--- src/rtl/cam_pkg.sv ---
// Shared types and sizing helpers for the OV7670 capture path.
// Holds the capture FSM encoding and default frame geometry.
package cam_pkg;

  typedef enum logic [1:0] {
    IDLE,
    SYNC,
    ARM,
    CAPTURE
  } cap_state_t;

  localparam int DEF_H_RES = 320;
  localparam int DEF_V_RES = 240;

  function automatic int addr_w(input int h, input int v);
    return $clog2(h * v);
  endfunction

  // Counters must reach 2*max(h,v) for a decimated source,
  // plus one bit so saturation never aliases a legal count.
  function automatic int cnt_w(input int h, input int v);
    return $clog2(2 * ((h > v) ? h : v)) + 1;
  endfunction

endpackage

--- src/rtl/ov7670_pix_assembler.sv ---
// Pairs camera bytes into RGB565 pixels, tracks source pixel/line
// indices and decides which pixels survive 2:1 decimation.
// Ports: clk, reset_n, active (FSM in CAPTURE), clr (frame start),
//   decim, href, href_fall, cam_data in; pix_valid, pix_data,
//   px_idx/ln_idx (stored indices), line_end, line_px, lines_done out.
module ov7670_pix_assembler #(
  parameter int CNT_W = 11
) (
  input  logic             clk,
  input  logic             reset_n,
  input  logic             active,
  input  logic             clr,
  input  logic             decim,
  input  logic             href,
  input  logic             href_fall,
  input  logic [7:0]       cam_data,
  output logic             pix_valid,
  output logic [15:0]      pix_data,
  output logic [CNT_W-1:0] px_idx,
  output logic [CNT_W-1:0] ln_idx,
  output logic             line_end,
  output logic [CNT_W-1:0] line_px,
  output logic [CNT_W-1:0] lines_done
);

  localparam logic [CNT_W-1:0] CMAX = '1;

  logic             phase_q, phase_d;
  logic [7:0]       hi_q, hi_d;
  logic [CNT_W-1:0] sp_q, sp_d;
  logic [CNT_W-1:0] sl_q, sl_d;
  logic [CNT_W:0]   sp_inc;
  logic [CNT_W:0]   sl_inc;
  logic             keep_px;
  logic             keep_ln;

  always_comb begin
    phase_d = 1'b0;
    hi_d    = hi_q;
    sp_d    = sp_q;
    sl_d    = sl_q;
    if (clr) begin
      sp_d = '0;
      sl_d = '0;
    end else if (active) begin
      if (href) begin
        phase_d = ~phase_q;
        if (!phase_q) begin
          hi_d = cam_data;
        end else if (sp_q != CMAX) begin
          sp_d = sp_q + 1'b1;
        end
      end
      // Counters saturate so an over-long line or frame
      // cannot wrap back into the stored window.
      if (href_fall) begin
        sp_d = '0;
        if (sl_q != CMAX) begin
          sl_d = sl_q + 1'b1;
        end
      end
    end
  end

  always_ff @(posedge clk or negedge reset_n) begin
    if (!reset_n) begin
      phase_q <= 1'b0;
      hi_q    <= '0;
      sp_q    <= '0;
      sl_q    <= '0;
    end else begin
      phase_q <= phase_d;
      hi_q    <= hi_d;
      sp_q    <= sp_d;
      sl_q    <= sl_d;
    end
  end

  assign keep_px = !decim || (!sp_q[0] && !sl_q[0]);
  assign keep_ln = !decim || !sl_q[0];

  assign pix_valid = active && href && phase_q && keep_px;
  assign pix_data  = {hi_q, cam_data};

  assign px_idx = decim ? (sp_q >> 1) : sp_q;
  assign ln_idx = decim ? (sl_q >> 1) : sl_q;

  // Kept counts round up: source pixels 0,2,4.. survive decimation.
  assign sp_inc = {1'b0, sp_q} + 1'b1;
  assign sl_inc = {1'b0, sl_q} + 1'b1;

  assign line_end   = active && href_fall && keep_ln;
  assign line_px    = decim ? sp_inc[CNT_W:1] : sp_q;
  assign lines_done = decim ? sl_inc[CNT_W:1] : sl_q;

endmodule

--- src/rtl/ov7670_capture_ctrl.sv ---
// OV7670 frame capture: frame-synchronous start, single/continuous
// modes, optional 2:1 decimation, frame status and length errors.
// Ports: clk/reset_n, cap_en, single, decim, err_clr, href, vsync,
//   cam_data in; we, wAddr, wData, busy, frame_done, frame_cnt,
//   err_line, err_frame out.
module ov7670_capture_ctrl
  import cam_pkg::*;
#(
  parameter int H_RES  = DEF_H_RES,
  parameter int V_RES  = DEF_V_RES,
  parameter int ADDR_W = addr_w(H_RES, V_RES),
  parameter int CNT_W  = cnt_w(H_RES, V_RES)
) (
  input  logic              clk,
  input  logic              reset_n,
  input  logic              cap_en,
  input  logic              single,
  input  logic              decim,
  input  logic              err_clr,
  input  logic              href,
  input  logic              vsync,
  input  logic [7:0]        cam_data,
  output logic              we,
  output logic [ADDR_W-1:0] wAddr,
  output logic [15:0]       wData,
  output logic              busy,
  output logic              frame_done,
  output logic [7:0]        frame_cnt,
  output logic              err_line,
  output logic              err_frame
);

  cap_state_t state_q, state_d;

  logic              href_q;
  logic              vsync_q;
  logic              decim_q, decim_d;
  logic              single_q, single_d;
  logic              hold_q, hold_d;
  logic [ADDR_W-1:0] line_base_q, line_base_d;
  logic              we_q, we_d;
  logic [ADDR_W-1:0] waddr_q, waddr_d;
  logic [15:0]       wdata_q, wdata_d;
  logic              busy_q, busy_d;
  logic              done_q, done_d;
  logic [7:0]        fcnt_q, fcnt_d;
  logic              eline_q, eline_d;
  logic              eframe_q, eframe_d;

  logic              vs_rise;
  logic              vs_fall;
  logic              href_fall;
  logic              start;
  logic              in_win;

  logic              pix_valid;
  logic [15:0]       pix_data;
  logic [CNT_W-1:0]  px_idx;
  logic [CNT_W-1:0]  ln_idx;
  logic              line_end;
  logic [CNT_W-1:0]  line_px;
  logic [CNT_W-1:0]  lines_done;

  assign vs_rise   = vsync && !vsync_q;
  assign vs_fall   = !vsync && vsync_q;
  assign href_fall = !href && href_q;
  assign start     = (state_q == ARM) && cap_en && vs_fall;

  ov7670_pix_assembler #(
    .CNT_W(CNT_W)
  ) u_asm (
    .clk       (clk),
    .reset_n   (reset_n),
    .active    (state_q == CAPTURE),
    .clr       (start),
    .decim     (decim_q),
    .href      (href),
    .href_fall (href_fall),
    .cam_data  (cam_data),
    .pix_valid (pix_valid),
    .pix_data  (pix_data),
    .px_idx    (px_idx),
    .ln_idx    (ln_idx),
    .line_end  (line_end),
    .line_px   (line_px),
    .lines_done(lines_done)
  );

  assign in_win = (px_idx < CNT_W'(H_RES))
               && (ln_idx < CNT_W'(V_RES));

  always_comb begin
    state_d     = state_q;
    decim_d     = decim_q;
    single_d    = single_q;
    line_base_d = line_base_q;
    we_d        = 1'b0;
    waddr_d     = waddr_q;
    wdata_d     = wdata_q;
    done_d      = 1'b0;
    fcnt_d      = fcnt_q;
    // A finished single shot stays parked until cap_en drops.
    hold_d      = hold_q && cap_en;
    eline_d     = eline_q && !err_clr;
    eframe_d    = eframe_q && !err_clr;

    unique case (state_q)
      IDLE: begin
        if (cap_en && !hold_q) state_d = SYNC;
      end
      SYNC: begin
        if (!cap_en)    state_d = IDLE;
        else if (vsync) state_d = ARM;
      end
      ARM: begin
        if (!cap_en) begin
          state_d = IDLE;
        end else if (vs_fall) begin
          state_d     = CAPTURE;
          decim_d     = decim;
          single_d    = single;
          line_base_d = '0;
        end
      end
      CAPTURE: begin
        if (vs_rise) begin
          done_d = 1'b1;
          fcnt_d = fcnt_q + 8'd1;
          if (lines_done != CNT_W'(V_RES)) eframe_d = 1'b1;
          if (single_q || !cap_en) begin
            state_d = IDLE;
            hold_d  = single_q && cap_en;
          end else begin
            state_d = ARM;
          end
        end
      end
      default: state_d = IDLE;
    endcase

    if (pix_valid && in_win) begin
      we_d    = 1'b1;
      waddr_d = line_base_q + ADDR_W'(px_idx);
      wdata_d = pix_data;
    end

    // Stored lines always advance by a full H_RES, so a short
    // line never shifts the lines after it.
    if (line_end && (ln_idx < CNT_W'(V_RES))) begin
      line_base_d = line_base_q + ADDR_W'(H_RES);
      if (line_px != CNT_W'(H_RES)) eline_d = 1'b1;
    end

    busy_d = (state_d == ARM) || (state_d == CAPTURE);
  end

  always_ff @(posedge clk or negedge reset_n) begin
    if (!reset_n) begin
      state_q     <= IDLE;
      href_q      <= 1'b0;
      vsync_q     <= 1'b0;
      decim_q     <= 1'b0;
      single_q    <= 1'b0;
      hold_q      <= 1'b0;
      line_base_q <= '0;
      we_q        <= 1'b0;
      waddr_q     <= '0;
      wdata_q     <= '0;
      busy_q      <= 1'b0;
      done_q      <= 1'b0;
      fcnt_q      <= '0;
      eline_q     <= 1'b0;
      eframe_q    <= 1'b0;
    end else begin
      state_q     <= state_d;
      href_q      <= href;
      vsync_q     <= vsync;
      decim_q     <= decim_d;
      single_q    <= single_d;
      hold_q      <= hold_d;
      line_base_q <= line_base_d;
      we_q        <= we_d;
      waddr_q     <= waddr_d;
      wdata_q     <= wdata_d;
      busy_q      <= busy_d;
      done_q      <= done_d;
      fcnt_q      <= fcnt_d;
      eline_q     <= eline_d;
      eframe_q    <= eframe_d;
    end
  end

  assign we         = we_q;
  assign wAddr      = waddr_q;
  assign wData      = wdata_q;
  assign busy       = busy_q;
  assign frame_done = done_q;
  assign frame_cnt  = fcnt_q;
  assign err_line   = eline_q;
  assign err_frame  = eframe_q;

endmodule

--- config.mk ---
export PLATFORM = sky130hd
export DESIGN_NAME = ov7670_capture_ctrl
export DESIGN_NICKNAME = d
export VERILOG_FILES = /design/src/rtl/cam_pkg.sv /design/src/rtl/ov7670_pix_assembler.sv /design/src/rtl/ov7670_capture_ctrl.sv
export SDC_FILE = /design/constraint.sdc
export NUM_CORES = 1
export LEC_CHECK = 0
export CAP_MARGIN = 10
export CORE_ASPECT_RATIO = 0.6
export CORE_UTILIZATION = 40
export CTS_CLUSTER_DIAMETER = 100
export DETAILED_ROUTE_END_ITERATION = 10
export PLACE_DENSITY = 0.62
export SETUP_SLACK_MARGIN = 0.4
export SYNTH_ARGS = -nofsm -noshare
export SYNTH_HDL_FRONTEND = slang
export SYNTH_HIERARCHICAL = 1
export SYNTH_SLANG_ARGS = --single-unit
--- constraint.sdc ---
create_clock -name clk -period 2.95 [get_ports clk]
set_input_delay 0.59 -clock clk [delete_from_list [all_inputs] [get_ports clk]]
set_output_delay 0.59 -clock clk [all_outputs]
set_load 0.005 [all_outputs]
==> impl_metrics.yaml, run 1 <==
outcome:
  status: "finished with violations"
  violations: "DRC"
floorplanning:
  rows: 32
  dieArea_um2: 14000
  io_pins: 62
  core_area_um2: 13000
  initial_core_util: 0.415
  dieHeight_um: 92.0
  die_w_um: 152
sta:
  fin_setup_tns_ns: 0
  slew_viol_final: 0
  layout_setup_ws_ns: 0.568
  timing.final.crit_share: 0.807
  max_freq_ghz: 0.420
  finClkSkew_ns: 0.00934
  maxSlewHeadroom: 0.489
  setup_viol: 0
  tightest_slew_ns: 0.759
  rsz0062_at_grt: "false"
  min_period_ns: 2.38
  hold_viol: 0
cells_and_area:
  drive_above_1_share: 0.113
  seq_area_um2: 2380
  fin_nets: 674
  antenna_cells: 0
  area_growth_pct: 20.3
  stdcell_count: 824
  fillers: 1221
  multi_input_area_um2: 2730
  final_area_um2: 6500
clocking:
  holdBufCountCts: 0
  clk_path_buf_depth: 2
  root_buffer: "clkbuf_16"
  cts_setup_buffers: 0
  clk_latency_ns: 0.35
  cts.clk_slew.worst_paths_ns: 0.07
  cts-buffers-inserted: 9
  cts_tree: "done"
  htreeDepth: 3
  cts_sinks: 95
power:
  ir_drop_v: 0.000342
  cellLeakagePower_uw: 0.00282
  switchingPower_uw: 1290
  combPwrFrac: 0.250
  power.density_nw_per_um2: 640
  p_int_uw: 2870
  pwr-share-clk: 0.331
  p_sw_frac: 0.310
  seqPwrFrac: 0.419
yosys:
  synth_nets: 631
  yosys_warnings: 6
  syn_area_per_cell_um2: 8.91
  synthCells: 606
  mappedNetlistArea_um2: 5400
global_route:
  track_usage: 0.206
  antenna_found_initial: 0
  grt_max_degree: 55
  grt_overflow: 0
  first_global_vias: 4366
  grt_pass1_wl_mm: 23.1
worst_setup_path:
  reg2regPathDepth: 6
  crit_slowest_cell: "clkdlybuf4s50_1"
  endpoint_kind: "flop"
  r2r_start: "decim_q$_DFFE_PN0P_"
  cp_data_required_time_ns: 3.16
  arrival_ns: 2.59
  r2r_end: "line_base_q[14]$_DFFE_PN0P_"
  path_class: "in -> reg"
  start_kind: "input port"
  critPathMaxStageDelay_ns: 0.56
  crit_path_cell_trace: "clkdlybuf4s50_1, nand2_2, or4b_1, inv_2, nor2_1, nand3_1, a21o_1, o221ai_1"
  crit_fanout: 9
  rrSetupSlack_ns: 0.62
placed_design:
  placed_cell_area_um2: 6130
  dp_hpwl_mm: 9.40
  dp_slack_ns: 0.228
  post-place-cells: 808
  place.gp.congestion: 0.901
  io_buffers: 61
route:
  vias: 4616
  finalWirelength_mm: 13.4
  firstDrtPassIters: 8
  drtIter0Drc: 327
  ant_nets: 0
  drc: 2
  viasPerCell: 5.60
  wl_per_cell_um: 16.3
job:
  drv_cap: 0
min_path:
  hp-class: "in -> async"
## cell usage in the layout, fill, tap and decap left out, types with 4 or more instances in the layout
cell type	n
nand4_1	11
mux2i_1	5
ha_1	9
and4_1	5
inv_1	10
nor2b_1	8
a32o_1	5
nor4_1	7
dfrtp_1	94
a21oi_1	32
o21ai_0	42
and2_1	5
nand2b_1	10
o31ai_1	19
nor3_1	7
a21o_1	4
mux2_2	22
nand2_1	122
or3_1	9
or4_1	5
a31oi_1	14
clkdlybuf4s50_1	60
xnor2_1	9
nand3_1	16
clkbuf_16	9
nor2_1	24
xor2_1	7
o211ai_1	4
buf_4	19
## worst max-delay path, delay by kind of cell
| family | cells | cell delay (ns) |
|---|---|---|
| AOI/OAI and AO/OA | 2 | 0.44 |
| buffers and inverters | 2 | 0.72 |
| and+or+nand+nor | 4 | 0.84 |
## power groups by stage
stage | clock network (µW) | logic [µW] | registers [µW]
6_report | 1380 | 1040 | 1740
5_1_grt | 1460 | 1160 | 1790
4_1_cts | 1420 | 1040 | 1740
3_5_place_dp | 0 | 1020 | 1760
3_3_place_gp | 0 | 1010 | 1750
2_1_floorplan | 0 | 681 | 1690
## metrics by stage
| stage | hold WS [ns] | utilization | power (µW) |
|---|---|---|---|
| final | 0.232 | 0.499 | 4160 |
| after global routing | 0.277 | 0.499 | 4400 |
| after CTS | 0.255 | 0.498 | 4190 |
| after detailed placement | 0.453 | 0.471 | 2790 |
| after global placement | 0.444 | 0.471 | 2760 |
| after floorplan | 0.294 | - | 2370 |
## layout make-up
class,instances,area share
clock buffer,9,0.0347
clock inverter,7,0.0195
inverter,12,0.00693
multi-input combinational,450,0.421
sequential,95,0.366
tap,170,0.0327
timing repair buffer,81,0.119
## sequential cells by signal, indices dropped and copies added, names as in the netlist
name           count
u_asm/hi_q         8
u_asm/sp_q        11
vsync_q            1
hold_q             1
err_line           1
decim_q            1
we                 1
frame_cnt          8
state_q            2
u_asm/phase_q      1
single_q           1
u_asm/sl_q        11
err_frame          1
wData             16
href_q             1
wAddr             17
frame_done         1
line_base_q       11
busy               1
## what timing repair did
action	CTS	global route
endpoints found under the setup margin	0	40
gates resized for setup	0	6
hold endpoints to repair	0	0
## worst max-delay path by stage
stage               slack (ns)                           to                 from  cells after the start
floorplan                 0.43        wAddr[12]$_DFFE_PN0P_  decim_q$_DFFE_PN0P_                      8
global placement          0.35    u_asm/sp_q[3]$_DFFE_PN0P_               cap_en                      8
detailed placement        0.23    u_asm/sp_q[3]$_DFFE_PN0P_               cap_en                      8
CTS                       0.42  line_base_q[14]$_DFFE_PN0P_  decim_q$_DFFE_PN0P_                      7
global route              0.44    u_asm/sp_q[2]$_DFFE_PN0P_                vsync                      7
finish                    0.57    u_asm/sp_q[3]$_DFFE_PN0P_               cap_en                      8
## layer usage
metal  global-route usage  wire (µm)  share of wire
met3               0.0369        642          0.048
met5                    0          0              0
met2                0.291       5580           0.42
met1                0.320       7110           0.53
met4               0.0459         97         0.0072
Power figures use the tool's default switching activity.
==> inputs of run 2 (changes only) <==
Settings changed: PLACE_DENSITY 0.62 to 0.64.
Clock period 2.95 ns to 2 ns, I/O delays scaled along.
==> impl_metrics.yaml, run 2 (synthesis results as in run 1) <==
placed_design:
  place.gp.congestion: 0.859
  dp_hpwl_mm: 10.9
  placed_cell_area_um2: 6890
  post-place-cells: 888
  io_buffers: 61
sta:
  min_period_ns: 2.25
  max_freq_ghz: 0.445
  fin_setup_tns_ns: -2.28
  hold_viol: 0
  layout_setup_ws_ns: -0.246
  finClkSkew_ns: 0.00943
  tightest_slew_ns: 0.487
  rsz0062_at_grt: "true"
  setup_viol: 35
  timing.final.crit_share: 1.12
  slew_viol_final: 0
  maxSlewHeadroom: 0.675
route:
  drtIter0Drc: 359
  ant_nets: 0
  firstDrtPassIters: 8
  wl_per_cell_um: 17.2
  viasPerCell: 5.56
  finalWirelength_mm: 16.5
  drc: 17
  vias: 5338
floorplanning:
  core_area_um2: 13000
  initial_core_util: 0.415
  dieArea_um2: 14000
  io_pins: 62
  rows: 32
  die_w_um: 152
  dieHeight_um: 92.0
cells_and_area:
  stdcell_count: 960
  fin_util: 0.625
  drive_above_1_share: 0.356
  area_growth_pct: 50.7
  multi_input_area_um2: 3210
  fillers: 1058
  largest_reg_flops: 17
  layout_commonest_cell: "buf_4"
  antenna_cells: 0
  final_area_um2: 8140
  seq_area_um2: 2380
  most-common-layout-cells: "buf_4 (116), nand2_1 (115), dfrtp_1 (90)"
  fin_nets: 810
clocking:
  cts-buffers-inserted: 9
  root_buffer: "clkbuf_16"
  clk_path_buf_depth: 2
  clk_latency_ns: 0.35
  cts.clk_slew.worst_paths_ns: 0.07
  htreeDepth: 3
  cts_tree: "done"
  cts_sinks: 95
worst_setup_path:
  reg2regPathDepth: 8
  r2r_start: "decim_q$_DFFE_PN0P_"
  crit_fanout: 7
  cp_data_required_time_ns: 2.26
  start_kind: "flop"
  endpoint_kind: "flop"
  r2r_end: "wAddr[14]$_DFFE_PN0P_"
  path_class: "reg -> reg"
  rrSetupSlack_ns: -0.25
  arrival_ns: 2.50
min_path:
  hp-class: "in -> reg"
  worstHoldPathCells: 2
  holdCritStartpoint: "vsync"
  hold_end: "vsync_q$_DFF_PN0_"
power:
  power.density_nw_per_um2: 835
  ir_drop_v: 0.000460
  power_uw: 6790
  cellLeakagePower_uw: 0.00395
global_route:
  grt_max_degree: 40
  grt_pass1_wl_mm: 26.0
  antenna_found_initial: 0
  first_global_vias: 5032
  track_usage: 0.235
  grt_overflow: 0
outcome:
  status: "finished with violations"
  violations: "DRC, setup timing"
job:
  drv_cap: 0
==> run 2: final cells by class <==
class,count,share of cell area
inverter,12,0.00646
tap,170,0.0261
timing repair buffer,217,0.243
sequential,95,0.293
clock buffer,9,0.0277
multi-input combinational,450,0.395
clock inverter,7,0.00846
==> run 2: how the worst max path moves through the flow <==
stage	start	to	slack, ns	cells after the start
6_report	decim_q$_DFFE_PN0P_	wAddr[14]$_DFFE_PN0P_	-0.25	8
3_5_place_dp	cap_en	u_asm/sp_q[9]$_DFFE_PN0P_	-0.50	9
5_1_grt	decim_q$_DFFE_PN0P_	wAddr[14]$_DFFE_PN0P_	-0.32	8
4_1_cts	decim_q$_DFFE_PN0P_	wAddr[14]$_DFFE_PN0P_	-0.12	8
3_3_place_gp	cap_en	u_asm/sp_q[6]$_DFFE_PN0P_	-0.47	9
2_1_floorplan	decim_q$_DFFE_PN0P_	wAddr[14]$_DFFE_PN0P_	-0.1	7
==> run 2: what timing repair did <==
item                                   in CTS  in global routing
setup endpoints to repair                 124                 89
buffers inserted                           43                 10
gates cloned                                2                  0
gates resized for setup                   112                 56
hold buffers                                1                  0
endpoints found under the hold margin      21                  0
pin swaps                                  25                 14
==> run 2: layer usage <==
layer,up-vias,global-route usage,share of wire
li1,2526,-,-
met5,-,0,0
met2,201,0.355,0.45
met1,2595,0.350,0.48
met3,16,0.0440,0.058
met4,0,0.0502,0.0073
==> run 2: through the flow <==
stage,hold slack [ns],worst slack [ns]
final,0.462,-0.246
after global routing,0.466,-0.319
after CTS,0.433,-0.122
after detailed placement,0.316,-0.502
after global placement,0.315,-0.473
after floorplan,0.104,-0.0963
==> run 2: worst max-delay path, stage by stage (launching register included) <==
cell,delay [ns]
dfrtp_2,0.42
buf_12,0.14
mux2_4,0.32
ha_4,0.27
o21a_1,0.18
a211oi_4,0.08
buf_6,0.14
or4_4,0.40
a31oi_1,0.19
==> run 2: power by group <==
part           internal [µW]  switching [µW]
combinational           1350            1230
sequential              2230             271
clock                    884             826
==> inputs of run 3 (changes only) <==
Settings changed: CORE_UTILIZATION 40 to 50, PLACE_DENSITY 0.64 to 0.77.
==> impl_metrics.yaml, run 3 (synthesis results as in run 1) <==
outcome:
  status: "finished with violations"
  violations: "setup timing"
sta:
  layout_setup_ws_ns: -0.443
  setup_viol: 46
  finalHoldWorstSlack_ns: 0.346
  rsz0062_at_grt: "true"
  maxSlewHeadroom: 0.522
  finClkSkew_ns: 0.00915
  slew_viol_final: 0
  tightest_slew_ns: 0.712
  max_freq_ghz: 0.409
  min_period_ns: 2.44
  timing.final.crit_share: 1.22
  hold_viol: 0
route:
  drtIter0Drc: 701
  vias: 6244
  wl_per_cell_um: 23.2
  drc: 0
  finalWirelength_mm: 22.1
  viasPerCell: 6.55
  ant_nets: 0
  firstDrtPassIters: 6
cells_and_area:
  final_area_um2: 8830
  most-common-layout-cells: "buf_4 (129), dfrtp_1 (92), nand2_1 (58)"
  layout_commonest_cell: "buf_4"
  area_growth_pct: 63.5
  largest_reg_flops: 17
  drive_above_1_share: 0.459
  fin_nets: 837
  stdcell_count: 953
global_route:
  track_usage: 0.356
  grt.busiest_layer: "met2"
  grt_use_met1: 0.453
  met3_usage: 0.0836
  grt_max_degree: 37
  first_global_vias: 5631
  grtUsageMet2: 0.594
  antenna_found_initial: 1
  grt_overflow: 0
  grt_pass1_wl_mm: 29.9
floorplanning:
  die_w_um: 136
  rows: 28
  io_pins: 62
  core_area_um2: 10200
  dieHeight_um: 82.5
  initial_core_util: 0.531
  dieArea_um2: 11200
worst_setup_path:
  r2r_start: "decim_q$_DFFE_PN0P_"
  reg2regPathDepth: 8
  cp_data_required_time_ns: 2.26
  endpoint_kind: "flop"
  crit_end: "wAddr[14]$_DFFE_PN0P_"
  r2r_end: "wAddr[14]$_DFFE_PN0P_"
  path_class: "reg -> reg"
  crit_fanout: 7
  crit_path_start: "decim_q$_DFFE_PN0P_"
  arrival_ns: 2.70
  rrSetupSlack_ns: -0.44
  start_kind: "flop"
placed_design:
  post-place-cells: 856
  dp_slack_ns: -0.538
  io_buffers: 61
  place.gp.congestion: 0.911
  placed_cell_area_um2: 6900
  dp_hpwl_mm: 11.2
clocking:
  cts_sinks: 95
  htreeDepth: 3
  root_buffer: "clkbuf_16"
  clk_latency_ns: 0.36
  cts_tree: "done"
  clk_path_buf_depth: 2
  cts.clk_slew.worst_paths_ns: 0.08
  cts-buffers-inserted: 9
power:
  switchingPower_uw: 2580
  seqPwrFrac: 0.363
  p_sw_frac: 0.363
  combPwrFrac: 0.398
  pwr-share-clk: 0.240
  power_uw: 7120
  ir_drop_v: 0.000768
  power.density_nw_per_um2: 807
  cellLeakagePower_uw: 0.00436
  p_int_uw: 4540
min_path:
  hp-class: "in -> reg"
job:
  drv_cap: 0
run 3: critical path, stage by stage, from the launching register on:
cell and delay (ns):
dfrtp_2 0.51, buf_4 0.18, mux2_4 0.31, ha_4 0.29
o21a_4 0.15, a211oi_4 0.06, buf_6 0.14, or4_1 0.50
a31oi_1 0.20
run 3: through the flow:
stage               TNS, ns  utilization
floorplan            -0.454            -
global placement     -18.80        0.679
detailed placement   -23.22        0.679
CTS                   -7.04        0.810
global route         -15.36        0.869
finish               -12.60        0.869
run 3: worst min path at each step:
stage	start	endpoint	cells after the start
finish	href	href_q$_DFF_PN0_	1
global placement	reset_n	wAddr[0]$_DFFE_PN0P_	1
floorplan	reset_n	busy$_DFF_PN0_	0
global route	href	href_q$_DFF_PN0_	1
detailed placement	reset_n	wAddr[1]$_DFFE_PN0P_	1
CTS	href	href_q$_DFF_PN0_	1
run 3: final cells by class:
cell class | instances | area [µm²]
Tap cell | 135 | 169
Sequential cell | 95 | 2380
Clock inverter | 7 | 61.3
Timing Repair inverter | 1 | 11.3
Clock buffer | 9 | 225
Timing Repair Buffer | 242 | 2350
Multi-Input combinational cell | 451 | 3570
Inverter | 12 | 57.6
Fill cell | 469 | 1330
Antenna cell | 1 | 2.50
run 3: timing repair:
item                       4_1_cts  5_1_grt
setup endpoints to repair      116       98
hold buffers                     1        0
pin swaps                       72       46
cloned                          10        0
gates resized for setup        185      110
hold endpoints to repair        27        0
setup buffers                   49       20
run 3: power groups by stage:
stage	Combinational, µW	Clock [µW]	Sequential (µW)
floorplan	1170	0	2510
global placement	1960	0	2540
detailed placement	2030	0	2560
CTS	2350	1690	2520
global route	3010	1790	2600
finish	2830	1710	2580
run 3: per-layer routing:
layer / part of all wire / vias to the layer above
li1: - / 2579
met1: 0.38 / 3009
met2: 0.47 / 526
met3: 0.10 / 130
met4: 0.049 / 0
met5: 0 / -
